<file path="config.mk">
export PLATFORM = sky130hd
export DESIGN_NAME = rv_reg_scheduler
export DESIGN_NICKNAME = d
export VERILOG_FILES = /design/src/rtl/rv_pkg.sv /design/src/rtl/rr_arbiter.sv /design/src/rtl/rv_reg_scheduler.sv
export SDC_FILE = /design/constraint.sdc
export NUM_CORES = 1
export LEC_CHECK = 0
export ABC_AREA = 0
export BUFFER_PORTS_ARGS = -buffer_cell sky130_fd_sc_hd__buf_2
export CAP_MARGIN = 20
export CORE_UTILIZATION = 47
export DETAILED_ROUTE_END_ITERATION = 8
export HOLD_SLACK_MARGIN = 0.06
export PLACE_DENSITY = 0.85
export SYNTH_ARGS = -nofsm -noshare
export SYNTH_HDL_FRONTEND = slang
export SYNTH_SLANG_ARGS = --single-unit
</file>
<file path="constraint.sdc">
create_clock -name clk_i -period 4.8 [get_ports clk_i]
set_input_delay 1.44 -clock clk_i [delete_from_list [all_inputs] [get_ports clk_i]]
set_output_delay 1.44 -clock clk_i [all_outputs]
set_load 0.01 [all_outputs]
</file>
<file path="src/rtl/rv_pkg.sv">
// Shared types for the ready/valid register scheduler: read and write FSM
// state encodings plus a small index helper used by the round-robin pointer.
package rv_pkg;

  typedef enum logic [1:0] {
    R_IDLE  = 2'd0,
    R_FETCH = 2'd1,
    R_OFFER = 2'd2
  } read_state_t;

  typedef enum logic {
    W_IDLE = 1'b0,
    W_BUSY = 1'b1
  } write_state_t;

  // Next index after idx, wrapping back to 0 at n.
  function automatic int wrap_inc(input int idx, input int n);
    return (idx + 1) % n;
  endfunction

endpackage

</file>
<file path="src/rtl/rr_arbiter.sv">
// Round-robin selector: returns the lowest requesting index at or after the
// pointer, wrapping from NUM_REGS-1 back to 0, and whether anyone requested.
module rr_arbiter #(
  parameter int NUM_REGS = 4,
  parameter int AW       = $clog2(NUM_REGS)
) (
  input  logic [NUM_REGS-1:0] req_i,
  input  logic [AW-1:0]       ptr_i,
  output logic [AW-1:0]       grant_o,
  output logic                any_o
);

  logic [AW-1:0] idx;

  // Walk offsets from farthest to nearest so the nearest request wins.
  always_comb begin
    grant_o = '0;
    any_o   = 1'b0;
    idx     = '0;
    for (int i = NUM_REGS - 1; i >= 0; i--) begin
      idx = AW'((int'(ptr_i) + i) % NUM_REGS);
      if (req_i[idx]) begin
        grant_o = idx;
        any_o   = 1'b1;
      end
    end
  end

endmodule

</file>
<file path="src/rtl/rv_reg_scheduler.sv">
// Scheduler between a bank of ready/valid device registers and a host.
// A read FSM forwards pending register changes to the host one word at a
// time in round-robin order; an independent write FSM routes host write
// commands to a single register and acknowledges them with a one-cycle pulse.
module rv_reg_scheduler
  import rv_pkg::*;
#(
  parameter  int NUM_REGS   = 4,
  parameter  int DATA_WIDTH = 8,
  localparam int AW         = $clog2(NUM_REGS)
) (
  input  logic                           clk_i,
  input  logic                           rst_ni,
  output logic [NUM_REGS-1:0]            reg_read_enable_o,
  output logic [NUM_REGS-1:0]            reg_read_ready_o,
  input  logic [NUM_REGS-1:0]            reg_read_valid_i,
  input  logic [NUM_REGS*DATA_WIDTH-1:0] reg_read_data_i,
  output logic [NUM_REGS-1:0]            reg_write_enable_o,
  output logic [NUM_REGS-1:0]            reg_write_valid_o,
  input  logic [NUM_REGS-1:0]            reg_write_ready_i,
  output logic [DATA_WIDTH-1:0]          reg_write_data_o,
  output logic                           host_read_valid_o,
  input  logic                           host_read_ready_i,
  output logic [AW-1:0]                  host_read_addr_o,
  output logic [DATA_WIDTH-1:0]          host_read_data_o,
  input  logic                           host_write_valid_i,
  output logic                           host_write_ready_o,
  input  logic [AW-1:0]                  host_write_addr_i,
  input  logic [DATA_WIDTH-1:0]          host_write_data_i
);

  read_state_t           rd_state, rd_next;
  logic [AW-1:0]         rr_ptr;
  logic [AW-1:0]         grant_q;
  logic [AW-1:0]         arb_grant;
  logic                  arb_any;
  logic [DATA_WIDTH-1:0] fetch_data;
  logic [DATA_WIDTH-1:0] rdata_q;

  write_state_t          wr_state, wr_next;
  logic [AW-1:0]         waddr_q;
  logic [DATA_WIDTH-1:0] wdata_q;
  logic                  addr_ok;
  logic                  wr_done;

  // Read enables follow reset directly: low in reset, all-ones otherwise.
  assign reg_read_enable_o = {NUM_REGS{rst_ni}};

  rr_arbiter #(
    .NUM_REGS (NUM_REGS),
    .AW       (AW)
  ) u_rr_arbiter (
    .req_i   (reg_read_valid_i),
    .ptr_i   (rr_ptr),
    .grant_o (arb_grant),
    .any_o   (arb_any)
  );

  // ---------------------------------------------------------------- read side

  // Read FSM state register.
  always_ff @(posedge clk_i or negedge rst_ni) begin
    if (!rst_ni) rd_state <= R_IDLE;
    else         rd_state <= rd_next;
  end

  // Read FSM next state: grant, fetch for one cycle, then hold the offer.
  always_comb begin
    rd_next = rd_state;
    case (rd_state)
      R_IDLE:  if (arb_any) rd_next = R_FETCH;
      R_FETCH: rd_next = R_OFFER;
      R_OFFER: if (host_read_ready_i) rd_next = R_IDLE;
      default: rd_next = R_IDLE;
    endcase
  end

  // Select the granted register's data word out of the flattened bus.
  always_comb begin
    fetch_data = '0;
    for (int i = 0; i < NUM_REGS; i++) begin
      if (grant_q == AW'(i)) fetch_data = reg_read_data_i[i*DATA_WIDTH +: DATA_WIDTH];
    end
  end

  // Read datapath: latch grant, capture data while fetching, advance pointer on handoff.
  always_ff @(posedge clk_i or negedge rst_ni) begin
    if (!rst_ni) begin
      rr_ptr  <= '0;
      grant_q <= '0;
      rdata_q <= '0;
    end else begin
      if (rd_state == R_IDLE && arb_any) grant_q <= arb_grant;
      if (rd_state == R_FETCH) rdata_q <= fetch_data;
      if (rd_state == R_OFFER && host_read_ready_i) rr_ptr <= AW'(wrap_inc(int'(grant_q), NUM_REGS));
    end
  end

  // Read outputs come from state and registers only, never from host ready.
  always_comb begin
    reg_read_ready_o  = '0;
    host_read_valid_o = 1'b0;
    host_read_addr_o  = '0;
    host_read_data_o  = '0;
    case (rd_state)
      R_FETCH: reg_read_ready_o[grant_q] = 1'b1;
      R_OFFER: begin
        host_read_valid_o = 1'b1;
        host_read_addr_o  = grant_q;
        host_read_data_o  = rdata_q;
      end
      default: ;
    endcase
  end

  // --------------------------------------------------------------- write side

  // Out-of-range targets can only occur for non-power-of-two banks; they
  // complete immediately without touching any register.
  assign addr_ok = (int'(waddr_q) < NUM_REGS);
  assign wr_done = addr_ok ? reg_write_ready_i[waddr_q] : 1'b1;

  // Write FSM state register.
  always_ff @(posedge clk_i or negedge rst_ni) begin
    if (!rst_ni) wr_state <= W_IDLE;
    else         wr_state <= wr_next;
  end

  // Write FSM next state: accept a command, stay busy until the target is ready.
  always_comb begin
    wr_next = wr_state;
    case (wr_state)
      W_IDLE:  if (host_write_valid_i) wr_next = W_BUSY;
      W_BUSY:  if (wr_done) wr_next = W_IDLE;
      default: wr_next = W_IDLE;
    endcase
  end

  // Capture the host command when it is accepted from idle.
  always_ff @(posedge clk_i or negedge rst_ni) begin
    if (!rst_ni) begin
      waddr_q <= '0;
      wdata_q <= '0;
    end else if (wr_state == W_IDLE && host_write_valid_i) begin
      waddr_q <= host_write_addr_i;
      wdata_q <= host_write_data_i;
    end
  end

  // Strobe only the latched target while busy; acknowledge in the completing cycle.
  always_comb begin
    reg_write_enable_o = '0;
    reg_write_valid_o  = '0;
    reg_write_data_o   = '0;
    host_write_ready_o = 1'b0;
    if (wr_state == W_BUSY) begin
      reg_write_data_o   = wdata_q;
      host_write_ready_o = wr_done;
      if (addr_ok) begin
        reg_write_enable_o[waddr_q] = 1'b1;
        reg_write_valid_o[waddr_q]  = 1'b1;
      end
    end
  end

endmodule
</file>
Word level (Yosys, flattened, before mapping)
Index checks and enable logic that the tools add are counted.
{"block": "classes", "addsub": 4, "magnitude_cmp": 8, "n_eq_ne": 7, "muxes": 39, "bitwise": 1, "n_reduce_logical": 8}
{"operator": "$mux W8", "n": 6}
{"operator": "$lt A2 B3 Y1 const B", "n": 6}
{"operator": "$mux W1", "n": 15}
{"operator": "$mux W2", "n": 7}
{"operator": "$bmux W1 S2", "n": 5}
{"operator": "$mux W4", "n": 2}
{"operator": "$eq A2 B2 Y1 const B", "n": 3}
{"operator": "$pmux W2 S3", "n": 1}
{"operator": "$logic_and A1 B1 Y1", "n": 5}
{"operator": "$add A2 B1 Y2 const B", "n": 2}
{"operator": "$add A2 B2 Y2 const B", "n": 2}
{"operator": "$demux W1 S2", "n": 2}
{"operator": "$eq A2 B1 Y1 const B", "n": 2}
{"operator": "$ge A2 B1 Y1 const B", "n": 2}
{"operator": "$logic_not A2 Y1", "n": 2}
{"operator": "$ne A2 B2 Y1 const B", "n": 2}
{"operator": "$pmux W1 S2", "n": 1}
{"operator": "$reduce_and A2 Y1", "n": 1}
{"operator": "$not A1 Y1", "n": 1}
{"block": "totals", "regBits": 25, "in_bits": 54, "output_inout_bits": 36, "elab_cells": 74}

Logic depth before layout (Yosys ltp)
{"block": "logic_depth", "word_depth": 9, "depth_mapped": 6, "ltp_nobuf": 5}

Hierarchy
Synthesis repeated with hierarchy kept, for this count alone.
{"block": "unflattened", "hier_cells": 165, "area_unflattened_um2": 1524.0}
{"module": "rv_reg_scheduler", "instances": 1, "cells_each": 152, "area_per_inst_um2": 1446.4, "seq_area_each_um2": 625.6}
{"module": "rr_arbiter", "instances": 1, "cells_each": 13, "area_per_inst_um2": 77.6, "seq_area_each_um2": 0.0}

Worst setup path before layout
Ideal clock, no wire load.
{"block": "synth_path", "kind": "input to output", "start": "input reg_write_ready_i[3]", "end": "output host_write_ready_o", "t_arrival_ps": 2055, "t_required_ps": 3360, "path_slack_ps": 1305, "stages": 2, "path_buffers": 0, "cell_sequence": "mux4_2 > and2_4"}
{"block": "synth_via", "elab_chain_cells": 3}
{"element": "start, declared", "line_no": "rv_reg_scheduler.sv:20", "source": "input logic [NUM_REGS-1:0] reg_write_ready_i,"}
{"element": "$bmux W1 S2", "line_no": "rv_reg_scheduler.sv:121", "source": "assign wr_done = addr_ok ? reg_write_ready_i[waddr_q] : 1'b1;"}
{"element": "$mux W1 (not written as such)", "line_no": "rv_reg_scheduler.sv:121"}
{"element": "$mux W1", "line_no": "rv_reg_scheduler.sv:156", "source": "if (wr_state == W_BUSY) begin"}
{"element": "end, declared", "line_no": "rv_reg_scheduler.sv:27", "source": "output logic host_write_ready_o,"}
Every way passes these cells. The select of a mux whose other input is x is not followed.

Worst setup path after layout
Same ends and word-level chain as after synthesis.

==> run metrics <==
status complete, no violations; fin crit period 3.73 ns; delay-heaviest family, CP multiplexers; leading area contributor after synthesis dfrtp_1; Maximum Capacitance Violations 0; unrepaired setup endpoints after global routing no; max-slew violations 0; Max Freq 0.268 GHz; Clock Latency Late Sink 0.30 ns; IO Pins 90; Worst Clk Skew 0.00291 ns; DR WL/cell 12.8 um; Root Driver clkbuf_4; Avg Inst Size Synth 9.54 sq um; Area Overhead vs Synth 28.6%; layout cells sized above 1 0.456; GRT Overall Usage 0.220; hold endpoint wdata_q[7]$_DFFE_PN0P_; CP Data Required Time 3.36 ns; post-synthesis register bit count 25; CTS buffer count 3; PwrDens 593 nW/um^2; Mapped Cells 161; Reg clk slew, reported paths 0.13 ns; worst-path cell chain buf_2, mux4_2, and2_4, buf_2; Port Buffers 89; Pleak 1.02 nW; worst ir drop on vdd 289 uV; Routed WL 3.61 mm; Post-CTS Repair Setup Buffers 0; endpoints failing hold 0; Comb pwr share 0.573; FF-to-FF path depth 5; Slowest Stage Delay on Critical Path 0.45 ns; min-delay src wdata_q[7]$_DFFE_PN0P_; Non-Filler Instances 283; critical path endpoint category output port; Power, Total 1.17 mW; final worst slack 1.07 ns; Layout Nets 298; Clock power frac 0.077; Worst-Margin Slew 0.802 ns; switch share 0.426; Inserted Diodes 0; ANT nets after route 0; sequential area share after synthesis 0.407; most frequent cells in the layout buf_2 (89), dfrtp_1 (25), and2_1 (19); row count 20; Die Y-Extent 59.2 um; syn_nets 219; Worst R2R Setup Slack 3.00 ns; CTS H-Tree Depth 1; CTS sink cnt 25; Crit path top cell by count buf_2; NetSw 0.500 mW; core footprint 3080 sq um; reg2reg end rdata_q[0]$_DFFE_PN0P_; vias per std cell 5.22; Worst EP arrival 2.29 ns; final count of negative-setup-slack endpoints 0; Crit Path Class input port to output port; Clock Tree Buf Depth 2; number of DRC markers in iteration 0 48; via count 1478; DRC Markers 0; WHS 0.516 ns; Unique masters post-synth 31; initial core utilization 0.499; total grt overflow 0; Synth area leaders dfrtp_1 (41%), mux2_2 (8.1%), and2_1 (7.7%), a221oi_1 (4.0%), buf_4 (3.9%); Hold Path Depth 1; clock tree from TritonCTS yes; largest net degree at the start of global routing 30; commonest non-fill, non-tap cell in the layout buf_2; DIE WIDTH 59.2 um; R2R Path Start grant_q[1]$_DFFE_PN0P_; DP HPWL 2.75 mm; Post-CTS Resized 0; yosys warns 0; WP buf/inv 2; internal power 0.672 mW; Worst slew margin 0.465; period utilisation layout 0.777; pre-CTS WS 1.07 ns; Flop pwr share 0.349; final core utilization 0.642; # hold bufs at CTS 0; setup TNS 0 ns; Placement Cell Area 1950 sq um; slowest CP cell mux4_2; Max FO, Critical Path 2; Final Cell Area 1980 sq um; placer's final routability congestion estimate 0.777; full die area 3500 sq um; vias in the first global route 1304; Post-Syn Area 1540 sq um; CP Launch Type input port; initial antenna violation count 0; placed insts 279; First-pass DRT Iterations 4; first-pass GRT wire length 5.73 mm; top-area cell type share of the netlist area 0.407; hold crit path type flop to flop
==> Yosys cell counts <==
cell type  number
inv_1           6
o41ai_2         1
nor3b_1         1
nand2b_1        1
clkbuf_1        4
and2_4          1
or2b_1          2
o22ai_1         8
mux2i_1         1
and3_1          1
buf_4           8
nor2b_1         5
nor4_1          1
nor2_1         16
o21ai_0        10
ha_1            4
a311oi_1        1
o31ai_1         3
o21a_1          1
nand2_1         4
and2_1         19
or3_4           1
dfrtp_1        25
nor3b_2         1
and3b_1         1
buf_2           4
nand3b_1        1
a221oi_1        7
mux2_2         11
a21oi_1        11
mux4_2          1
==> layout make-up <==
class,instances,area (sq um)
Fill cell,264,1100
Multi-Input combinational cell,114,793
Sequential cell,25,626
Timing Repair Buffer,90,453
Tap cell,44,55.1
Clock buffer,4,26.3
Inverter,6,22.5
==> flip-flops by register name, indices dropped and copies added, names as in the netlist <==
signal    flops
wdata_q       8
rr_ptr        2
wr_state      1
rd_state      2
waddr_q       2
rdata_q       8
grant_q       2
==> cells by family after synthesis <==
| family | after synthesis | synth area share |
|---|---|---|
| AOI/OAI and AO/OA | 42 | 0.177 |
| DFF | 25 | 0.407 |
| muxes | 13 | 0.102 |
| adders and majority gates | 4 | 0.0326 |
| and+or+nand+nor | 55 | 0.205 |
| buffers and inverters | 22 | 0.0765 |
==> power groups by stage <==
stage / clock network (mW) / registers [mW] / logic [mW]
final: 0.0907 / 0.409 / 0.672
after global routing: 0.106 / 0.428 / 0.747
after CTS: 0.0952 / 0.409 / 0.674
after detailed placement: 0 / 0.413 / 0.670
after global placement: 0 / 0.409 / 0.658
after floorplan: 0 / 0.384 / 0.504
==> worst max-delay path by stage <==
stage / from / end / slack (ns) / depth (start not counted)
after detailed placement: reg_write_ready_i[3] / host_write_ready_o / 1.07 / 4
after global routing: reg_write_ready_i[3] / host_write_ready_o / 1.06 / 4
final: reg_write_ready_i[3] / host_write_ready_o / 1.07 / 4
after CTS: reg_write_ready_i[3] / host_write_ready_o / 1.07 / 4
after global placement: reg_write_ready_i[3] / host_write_ready_o / 1.07 / 4
after floorplan: reg_write_ready_i[3] / host_write_ready_o / 1.30 / 2
==> layer usage <==
metal | wire, um | track usage | vias to the layer above | part of all wire
met5 | 0 | 0 | - | 0
met4 | 19 | 0.0510 | 0 | 0.0053
met3 | 345 | 0.0328 | 2 | 0.095
met2 | 1740 | 0.393 | 92 | 0.48
met1 | 1510 | 0.279 | 667 | 0.42
li1 | - | - | 717 | -
(Power assumes the default switching activity.)
